===== src/rtl/pipe_pkg.sv =====
// Shared pipeline types for the memory stage: FSM states,
// access-size encodings and the MEM/WB register bundle.
package pipe_pkg;

  typedef enum logic {
    IDLE = 1'b0,
    WAIT = 1'b1
  } memstate_t;

  localparam logic [1:0] SZ_WORD = 2'b00;
  localparam logic [1:0] SZ_HALF = 2'b01;
  localparam logic [1:0] SZ_BYTE = 2'b10;

  typedef struct packed {
    logic        regwrite;
    logic        memtoreg;
    logic        misalign;
    logic [31:0] readdata;
    logic [31:0] aluout;
    logic [4:0]  writereg;
  } memwb_t;

  localparam memwb_t MEMWB_BUBBLE = '0;

endpackage


===== src/rtl/memory_stage_if.sv =====
// Request/acknowledge data-memory port.
// master = pipeline side, slave = memory side.
interface memory_stage_if #(
  parameter int ADDR_W = 32
);
  logic              dmem_req;
  logic              dmem_we;
  logic [ADDR_W-1:0] dmem_addr;
  logic [3:0]        dmem_be;
  logic [31:0]       dmem_wdata;
  logic              dmem_ack;
  logic [31:0]       dmem_rdata;

  modport master (
    output dmem_req, dmem_we, dmem_addr,
    output dmem_be, dmem_wdata,
    input  dmem_ack, dmem_rdata
  );

  modport slave (
    input  dmem_req, dmem_we, dmem_addr,
    input  dmem_be, dmem_wdata,
    output dmem_ack, dmem_rdata
  );
endinterface


===== src/rtl/load_align.sv =====
// Sub-word load lane select and sign/zero extension.
// Built only when MEMSTAGE_SUBWORD_EN is defined.
`ifdef MEMSTAGE_SUBWORD_EN
module load_align
  import pipe_pkg::*;
(
  input  logic [31:0] rdata,
  input  logic [1:0]  lane,
  input  logic [1:0]  size,
  input  logic        uns,
  output logic [31:0] data
);
  logic [7:0]  b;
  logic [15:0] h;

  always_comb begin
    b = rdata[8*lane +: 8];
    h = lane[1] ? rdata[31:16] : rdata[15:0];
    data = rdata;
    unique case (1'b1)
      (size == SZ_BYTE):
        data = {{24{b[7] & ~uns}}, b};
      (size == SZ_HALF):
        data = {{16{h[15] & ~uns}}, h};
      default:
        data = rdata;
    endcase
  end
endmodule
`endif


===== src/rtl/memory_stage.sv =====
// MIPS memory-access stage: dmem handshake FSM plus MEM/WB register.
// Sub-word accesses enabled by MEMSTAGE_SUBWORD_EN.
module memory_stage
  import pipe_pkg::*;
#(
  parameter int ADDR_W = 32
) (
  input  logic        clk,
  input  logic        reset,
  input  logic        regwriteM,
  input  logic        memtoregM,
  input  logic        memwriteM,
  input  logic [31:0] aluoutM,
  input  logic [31:0] writedataM,
  input  logic [4:0]  writeregM,
  input  logic [1:0]  sizeM,
  input  logic        unsignedM,
  memory_stage_if.master dmem,
  output logic        stallM,
  output logic        regwriteW,
  output logic        memtoregW,
  output logic [31:0] readdataW,
  output logic [31:0] aluoutW,
  output logic [4:0]  writeregW,
  output logic        misalignW
);
  memstate_t   state_q, state_d;
  memwb_t      wb_q, wb_d;
  logic        memop, req, misalign;
  logic        load_done;
  logic [1:0]  sz;
  logic [3:0]  be;
  logic [31:0] wdata, aligned, ld_data;

  assign memop = memtoregM | memwriteM;

`ifdef MEMSTAGE_SUBWORD_EN
  assign sz = sizeM;

  load_align u_align (
    .rdata (dmem.dmem_rdata),
    .lane  (aluoutM[1:0]),
    .size  (sizeM),
    .uns   (unsignedM),
    .data  (aligned)
  );
`else
  logic unused_cfg;
  assign unused_cfg = ^{sizeM, unsignedM};
  assign sz = SZ_WORD;
  assign aligned = dmem.dmem_rdata;
`endif

  always_comb begin
    misalign = 1'b0;
    be = 4'b1111;
    wdata = writedataM;
    unique case (1'b1)
      (sz == SZ_BYTE): begin
        be = 4'b0001 << aluoutM[1:0];
        wdata = {4{writedataM[7:0]}};
      end
      (sz == SZ_HALF): begin
        misalign = aluoutM[0];
        be = aluoutM[1] ? 4'b1100 : 4'b0011;
        wdata = {2{writedataM[15:0]}};
      end
      default:
        misalign = |aluoutM[1:0];
    endcase
    if (misalign) be = 4'b0000;
  end

  // WAIT keeps the request up; upstream holds the M fields stable.
  always_comb begin
    state_d = state_q;
    req = 1'b0;
    unique case (state_q)
      IDLE: begin
        req = memop;
        if (memop && !dmem.dmem_ack) state_d = WAIT;
      end
      WAIT: begin
        req = 1'b1;
        if (dmem.dmem_ack) state_d = IDLE;
      end
    endcase
    if (reset) begin
      req = 1'b0;
      state_d = IDLE;
    end
  end

  assign stallM = req & ~dmem.dmem_ack;
  assign dmem.dmem_req = req;
  assign dmem.dmem_we = req & memwriteM;
  assign dmem.dmem_addr = {aluoutM[ADDR_W-1:2], 2'b00};
  assign dmem.dmem_be = be;
  assign dmem.dmem_wdata = wdata;

  assign load_done = req & dmem.dmem_ack
                   & memtoregM & ~memwriteM;
  assign ld_data = misalign ? 32'h0 : aligned;

  always_comb begin
    wb_d = wb_q;
    if (stallM) begin
      wb_d.regwrite = MEMWB_BUBBLE.regwrite;
      wb_d.memtoreg = MEMWB_BUBBLE.memtoreg;
      wb_d.misalign = MEMWB_BUBBLE.misalign;
    end else begin
      wb_d.regwrite = regwriteM;
      wb_d.memtoreg = memtoregM;
      wb_d.misalign = memop & misalign;
      wb_d.aluout = aluoutM;
      wb_d.writereg = writeregM;
      if (load_done) wb_d.readdata = ld_data;
    end
  end

  always_ff @(posedge clk) begin
    if (reset) begin
      state_q <= IDLE;
      wb_q <= MEMWB_BUBBLE;
    end else begin
      state_q <= state_d;
      wb_q <= wb_d;
    end
  end

  assign regwriteW = wb_q.regwrite;
  assign memtoregW = wb_q.memtoreg;
  assign misalignW = wb_q.misalign;
  assign readdataW = wb_q.readdata;
  assign aluoutW = wb_q.aluout;
  assign writeregW = wb_q.writereg;
endmodule


===== src/flat_wrapper.sv =====
// flat-port wrapper written by rule: the top's interface ports become plain ports
module memory_stage_flat import pipe_pkg::*;
#(
  parameter int ADDR_W = 32
)
  (clk, reset, regwriteM, memtoregM, memwriteM, aluoutM, writedataM, writeregM, sizeM, unsignedM, stallM, regwriteW, memtoregW, readdataW, aluoutW, writeregW, misalignW, dmem_dmem_req, dmem_dmem_we, dmem_dmem_addr, dmem_dmem_be, dmem_dmem_wdata, dmem_dmem_ack, dmem_dmem_rdata);
  memory_stage_if #(.ADDR_W(ADDR_W)) dmem_i ();
  input  logic clk;
  input  logic reset;
  input  logic regwriteM;
  input  logic memtoregM;
  input  logic memwriteM;
  input  logic [31:0] aluoutM;
  input  logic [31:0] writedataM;
  input  logic [4:0] writeregM;
  input  logic [1:0] sizeM;
  input  logic unsignedM;
  output logic stallM;
  output logic regwriteW;
  output logic memtoregW;
  output logic [31:0] readdataW;
  output logic [31:0] aluoutW;
  output logic [4:0] writeregW;
  output logic misalignW;
  output wire logic [$bits(dmem_i.dmem_req)-1:0] dmem_dmem_req;
  output wire logic [$bits(dmem_i.dmem_we)-1:0] dmem_dmem_we;
  output wire logic [$bits(dmem_i.dmem_addr)-1:0] dmem_dmem_addr;
  output wire logic [$bits(dmem_i.dmem_be)-1:0] dmem_dmem_be;
  output wire logic [$bits(dmem_i.dmem_wdata)-1:0] dmem_dmem_wdata;
  input wire logic [$bits(dmem_i.dmem_ack)-1:0] dmem_dmem_ack;
  input wire logic [$bits(dmem_i.dmem_rdata)-1:0] dmem_dmem_rdata;
  assign dmem_dmem_req = dmem_i.dmem_req;
  assign dmem_dmem_we = dmem_i.dmem_we;
  assign dmem_dmem_addr = dmem_i.dmem_addr;
  assign dmem_dmem_be = dmem_i.dmem_be;
  assign dmem_dmem_wdata = dmem_i.dmem_wdata;
  assign dmem_i.dmem_ack = dmem_dmem_ack;
  assign dmem_i.dmem_rdata = dmem_dmem_rdata;
  memory_stage #(.ADDR_W(ADDR_W)) u_core (.clk(clk), .reset(reset), .regwriteM(regwriteM), .memtoregM(memtoregM), .memwriteM(memwriteM), .aluoutM(aluoutM), .writedataM(writedataM), .writeregM(writeregM), .sizeM(sizeM), .unsignedM(unsignedM), .dmem(dmem_i), .stallM(stallM), .regwriteW(regwriteW), .memtoregW(memtoregW), .readdataW(readdataW), .aluoutW(aluoutW), .writeregW(writeregW), .misalignW(misalignW));
endmodule

===== config.mk =====
export PLATFORM = sky130hd
export DESIGN_NAME = memory_stage_flat
export DESIGN_NICKNAME = d
export VERILOG_FILES = /design/src/rtl/pipe_pkg.sv /design/src/rtl/memory_stage_if.sv /design/src/rtl/load_align.sv /design/src/rtl/memory_stage.sv /design/src/flat_wrapper.sv
export SDC_FILE = /design/constraint.sdc
export NUM_CORES = 1
export LEC_CHECK = 0
export CAP_MARGIN = 10
export CORE_AREA = 2 2 99 101
export DETAILED_ROUTE_END_ITERATION = 12
export DIE_AREA = 0 0 101 103
export PLACE_DENSITY_LB_ADDON = 0.15
export SETUP_SLACK_MARGIN = 0.02
export SLEW_MARGIN = 40
export SYNTH_ARGS = -nofsm -noshare
export SYNTH_HDL_FRONTEND = slang
export SYNTH_HIERARCHICAL = 1
export SYNTH_SLANG_ARGS = --single-unit

===== constraint.sdc =====
create_clock -name clk -period 2.3 [get_ports clk]
set_clock_uncertainty 0.2 [all_clocks]
set_input_delay 0.46 -clock clk [delete_from_list [all_inputs] [get_ports clk]]
set_output_delay 0.46 -clock clk [all_outputs]
set_load 0.1 [all_outputs]

# Word-level counts from Yosys, hierarchy flattened
# Index checks and enable logic that the tools add are counted.
dict set report word_totals {
  register_bits 73
  inputBits 110
}
dict set report op_classes {
  n_bitwise 11
  mux 7
  reduce_logical 5
}
# operator count
set ops {}
lappend ops {{32-bit two-way mux} 1}
lappend ops {{1-bit AND} 6}
lappend ops {{4-bit two-way mux} 1}
lappend ops {{1-bit inverter} 4}
lappend ops {{1-bit one-hot mux with 2 select lines} 2}
lappend ops {{2-bit OR reduction} 2}
lappend ops {{1-bit two-way mux} 3}
lappend ops {{2-bit AND reduction} 1}
lappend ops {{1-bit logical AND} 1}
lappend ops {{1-bit logical NOT} 1}
lappend ops {{1-bit bitwise OR} 1}

# Depth between registers and ports, before layout
dict set report depth {
  word_depth 7
  ltp_mapped 6
  ltp_nobuf 4
}

# Worst setup path after synthesis
# OpenSTA, ideal clock, no wires.
dict set report synth_path {
  path_kind {input port to output port}
  from {input aluoutM[0]}
  to {output dmem_dmem_be[1]}
  slack_ns -0.670
  arrival_time_ns 2.310
  cell_stages 3
  cell_sequence {nor2_1 -> clkbuf_1 -> buf_4}
}
dict set report synth_between {
  elab_chain_len 2
}
# element line
set synth_lines {}
lappend synth_lines {{from (decl)} flat_wrapper.sv:13} ;# input logic [31:0] aluoutM;
lappend synth_lines {{2-bit OR reduction} memory_stage.sv:69} ;# misalign = |aluoutM[1:0];
lappend synth_lines {{4-bit two-way mux} memory_stage.sv:71} ;# if (misalign) be = 4'b0000;
lappend synth_lines {{to (decl)} flat_wrapper.sv:28} ;# output wire logic [$bits(dmem_i.dmem_be)-1:0] dmem_dmem_be;
# No other way between the ends.

# Worst setup path after layout
dict set report layout_path {
  from {input dmem_dmem_ack}
  to {output stallM}
}
dict set report layout_between {
  elab_chain_len 2
}
# element line
set layout_lines {}
lappend layout_lines {{from (decl)} flat_wrapper.sv:30} ;# input wire logic [$bits(dmem_i.dmem_ack)-1:0] dmem_dmem_ack;
lappend layout_lines {{1-bit inverter} memory_stage.sv:94} ;# assign stallM = req & ~dmem.dmem_ack;
lappend layout_lines {{1-bit AND} memory_stage.sv:94}
lappend layout_lines {{to (decl)} flat_wrapper.sv:18} ;# output logic stallM;
# No other way between the ends.

==> metrics <==
FF+latch count, synth 73; setup total negative slack 0 ps; Max Cap Viol 0; Filler Cell Count between 800 and 900; first-pass GRT wire length about 13 mm; Max stage delay on crit path around 420 ps; Cell Rows 36; Power Internal between 2 and 2.5 mW; Multi-input gate area approximately 1300 µm²; Worst Path Required between 1500 and 2000 ps; critical path class in2out; most common cell after layout, fill and taps aside buf_4; CTS tree built; Hold Crit Class reg2reg; Slew Viols, Final 0; Core Area 9459 µm²; Pwr per Cell Area between 700 and 800 nW/µm²; Yosys top cell area share 43.66%; sequential area share after synthesis about 44%; 1st-pass router iterations 4; clk slew on worst S/H paths ~80 ps; Worst setup SP type input pin; worst-path cell chain clkdlybuf4s50_1, or3_4, clkinvlp_4, buf_12; Mean Syn Cell Area between 9 and 10 µm²; RSZ-0062 raised after global routing false; Syn Inst Count between 300 and 400; via count 2,701; slowest cell on the critical path clkdlybuf4s50_1; vias in the first global route ~2.6k; antenna viol nets, final 0; Worst setup EP type output port; GR Util All Layers approximately 15%; gpl congestion between 0.7 and 0.8; clk sinks 73; Die X approximately 100 µm; Post-Route WL ~8.3 mm; # DRC 0; Register Area around 1500 µm²; worst path bufs/invs 3; Initial Util a little over a third; DP HPWL 6.168 mm; Initial DRC Count a little under 60; sw power 1.371 mW; Nets ~580; Sw Share between 30% and 40%; Synth Warn # 6; Yosys top cell by area dfxtp_1; initial antenna violation count 0; clock group share of total power ~29%; Final Hold Fails 0; largest net degree at the start of global routing a little under 80; WP data arrival around 1600 ps; grt ovf 0; Total Power roughly 3.7 mW; Final min period 2242 ps; CTS Root Cell clkbuf_8; Area Growth Syn to Fin 57.76%; Area contributors post-synth dfxtp_1, buf_4, mux2_2; CTS buffer count 9; hold slack about 260 ps; most frequent cells in the layout buf_4, dfxtp_1, clkdlybuf4s50_1; crit-path max FO 2; delay-heaviest family, CP buffers and inverters; Die Area around 10,000 µm²; CTS Buffer Depth 2; sequential power share a little over a third; H-tree Lvls 3; share of cells above drive strength 1 between 30% and 40%; vias per inst ~4.6; Setup violations, final 0; Cell variety after synth 23; combinational share of power around 35%; post-DR wirelength/cell between 10 and 15 µm; clk_lat worst skew between 300 and 400 ps; fmax around 450 MHz; final period utilization a little over nine tenths; IO Pins roughly 250; mapped cell area 3347 µm²; status finished clean; Pleak approximately 2.4 nW; VDD IR max 0.3633 mV; diode count 0; Die Height 103 µm; Port-buffer cells between 150 and 200
==> through the flow <==
stage | cells | setup WS, ps | utilization, % | area, µm²
floorplan | 348 | -18.55 | - | 3363
global placement | 569 | -17.30 | 53.57 | 5067
detailed placement | 569 | -68.34 | 53.57 | 5067
CTS | 585 | 43.10 | 55.82 | 5280
global route | 585 | 25.74 | 55.82 | 5280
finish | 585 | 57.89 | 55.82 | 5280
==> cells in the mapped netlist <==
library cell / n
nand3_1: 32
conb_1: 1
nor2b_1: 25
nor4bb_1: 1
nor2_1: 3
nand2_1: 32
clkbuf_1: 15
nor4b_1: 1
buf_6: 2
and2b_1: 13
mux2_4: 8
inv_1: 2
and3b_1: 1
nor3_1: 1
nand3b_1: 19
nand4bb_1: 1
or3_4: 1
a21oi_1: 13
nor3b_1: 1
mux2_2: 29
buf_2: 6
dfxtp_1: 73
buf_4: 67
==> flip-flops by register name, indices dropped and copies added, names as in the netlist <==
| register | cells |
|---|---|
| u_core/aluoutW | 32 |
| u_core/readdataW | 32 |
| u_core/writeregW | 5 |
| u_core/memtoregW | 1 |
| u_core/misalignW | 1 |
| u_core/regwriteW | 1 |
| u_core/state_q | 1 |
==> power groups by stage <==
stage	Sequential [mW]	Combinational [mW]	Clock, mW
after global routing	1.36	1.32	1.18
after CTS	1.35	1.30	1.12
after floorplan	1.81	0.731	0
after detailed placement	1.38	1.29	0
final	1.35	1.29	1.08
after global placement	1.38	1.29	0
==> worst min-delay path, delay by kind of cell (launching register included) <==
family             cells  cell delay (ps)
DFF                    1              310
AOI/OAI and AO/OA      1               50
and+or+nand+nor        1               50
==> what timing repair did <==
action                     in CTS  in global routing
buffers inserted                0                  0
hold buffers                    0                  0
setup endpoints to repair       1                  0
resized for setup               3                  0
hold endpoints to repair        0                  0
==> cells by family after synthesis <==
family                 count (synthesis)  share of synthesized area, %
AND/OR/NAND/NOR                      131                         22.43
AO/OA/AOI/OAI                         13                         1.944
flip-flops                            73                         43.66
other                                  1                        0.1120
buffers and inverters                 92                         18.50
multiplexers                          37                         13.35
==> metal layers <==
metal  wire length (µm)  vias up  global-route usage [%]
met5                  0        -                       0
met4                242        0                   8.524
met3                989       28                   7.864
met2               3923      132                   24.21
met1               3171     1234                   17.10
li1                   -     1307                       -
==> path summary, 6_finish.rpt <==
check | start | endpoint | slack, ps | cells past startpoint
min | u_core/readdataW[29]$_SDFFE_PP0P_ | u_core/readdataW[29]$_SDFFE_PP0P_ | 260 | 2
max reg2reg | u_core/state_q$_SDFF_PP0_ | u_core/aluoutW[25]$_SDFFE_PP0N_ | 640 | 4
min reg2reg | u_core/readdataW[29]$_SDFFE_PP0P_ | u_core/readdataW[29]$_SDFFE_PP0P_ | 260 | 2
max | dmem_dmem_ack | stallM | 60 | 4
==> final cells by class <==
| type | count | area share, % |
|---|---|---|
| tap | 114 | 2.701 |
| clock buffer | 10 | 2.417 |
| timing repair buffer | 197 | 40.85 |
| multi-input combinational | 183 | 24.57 |
| clock inverter | 6 | 1.564 |
| sequential | 73 | 27.68 |
| inverter | 2 | 0.2133 |
Note: power is estimated with default switching activity, not from simulation.
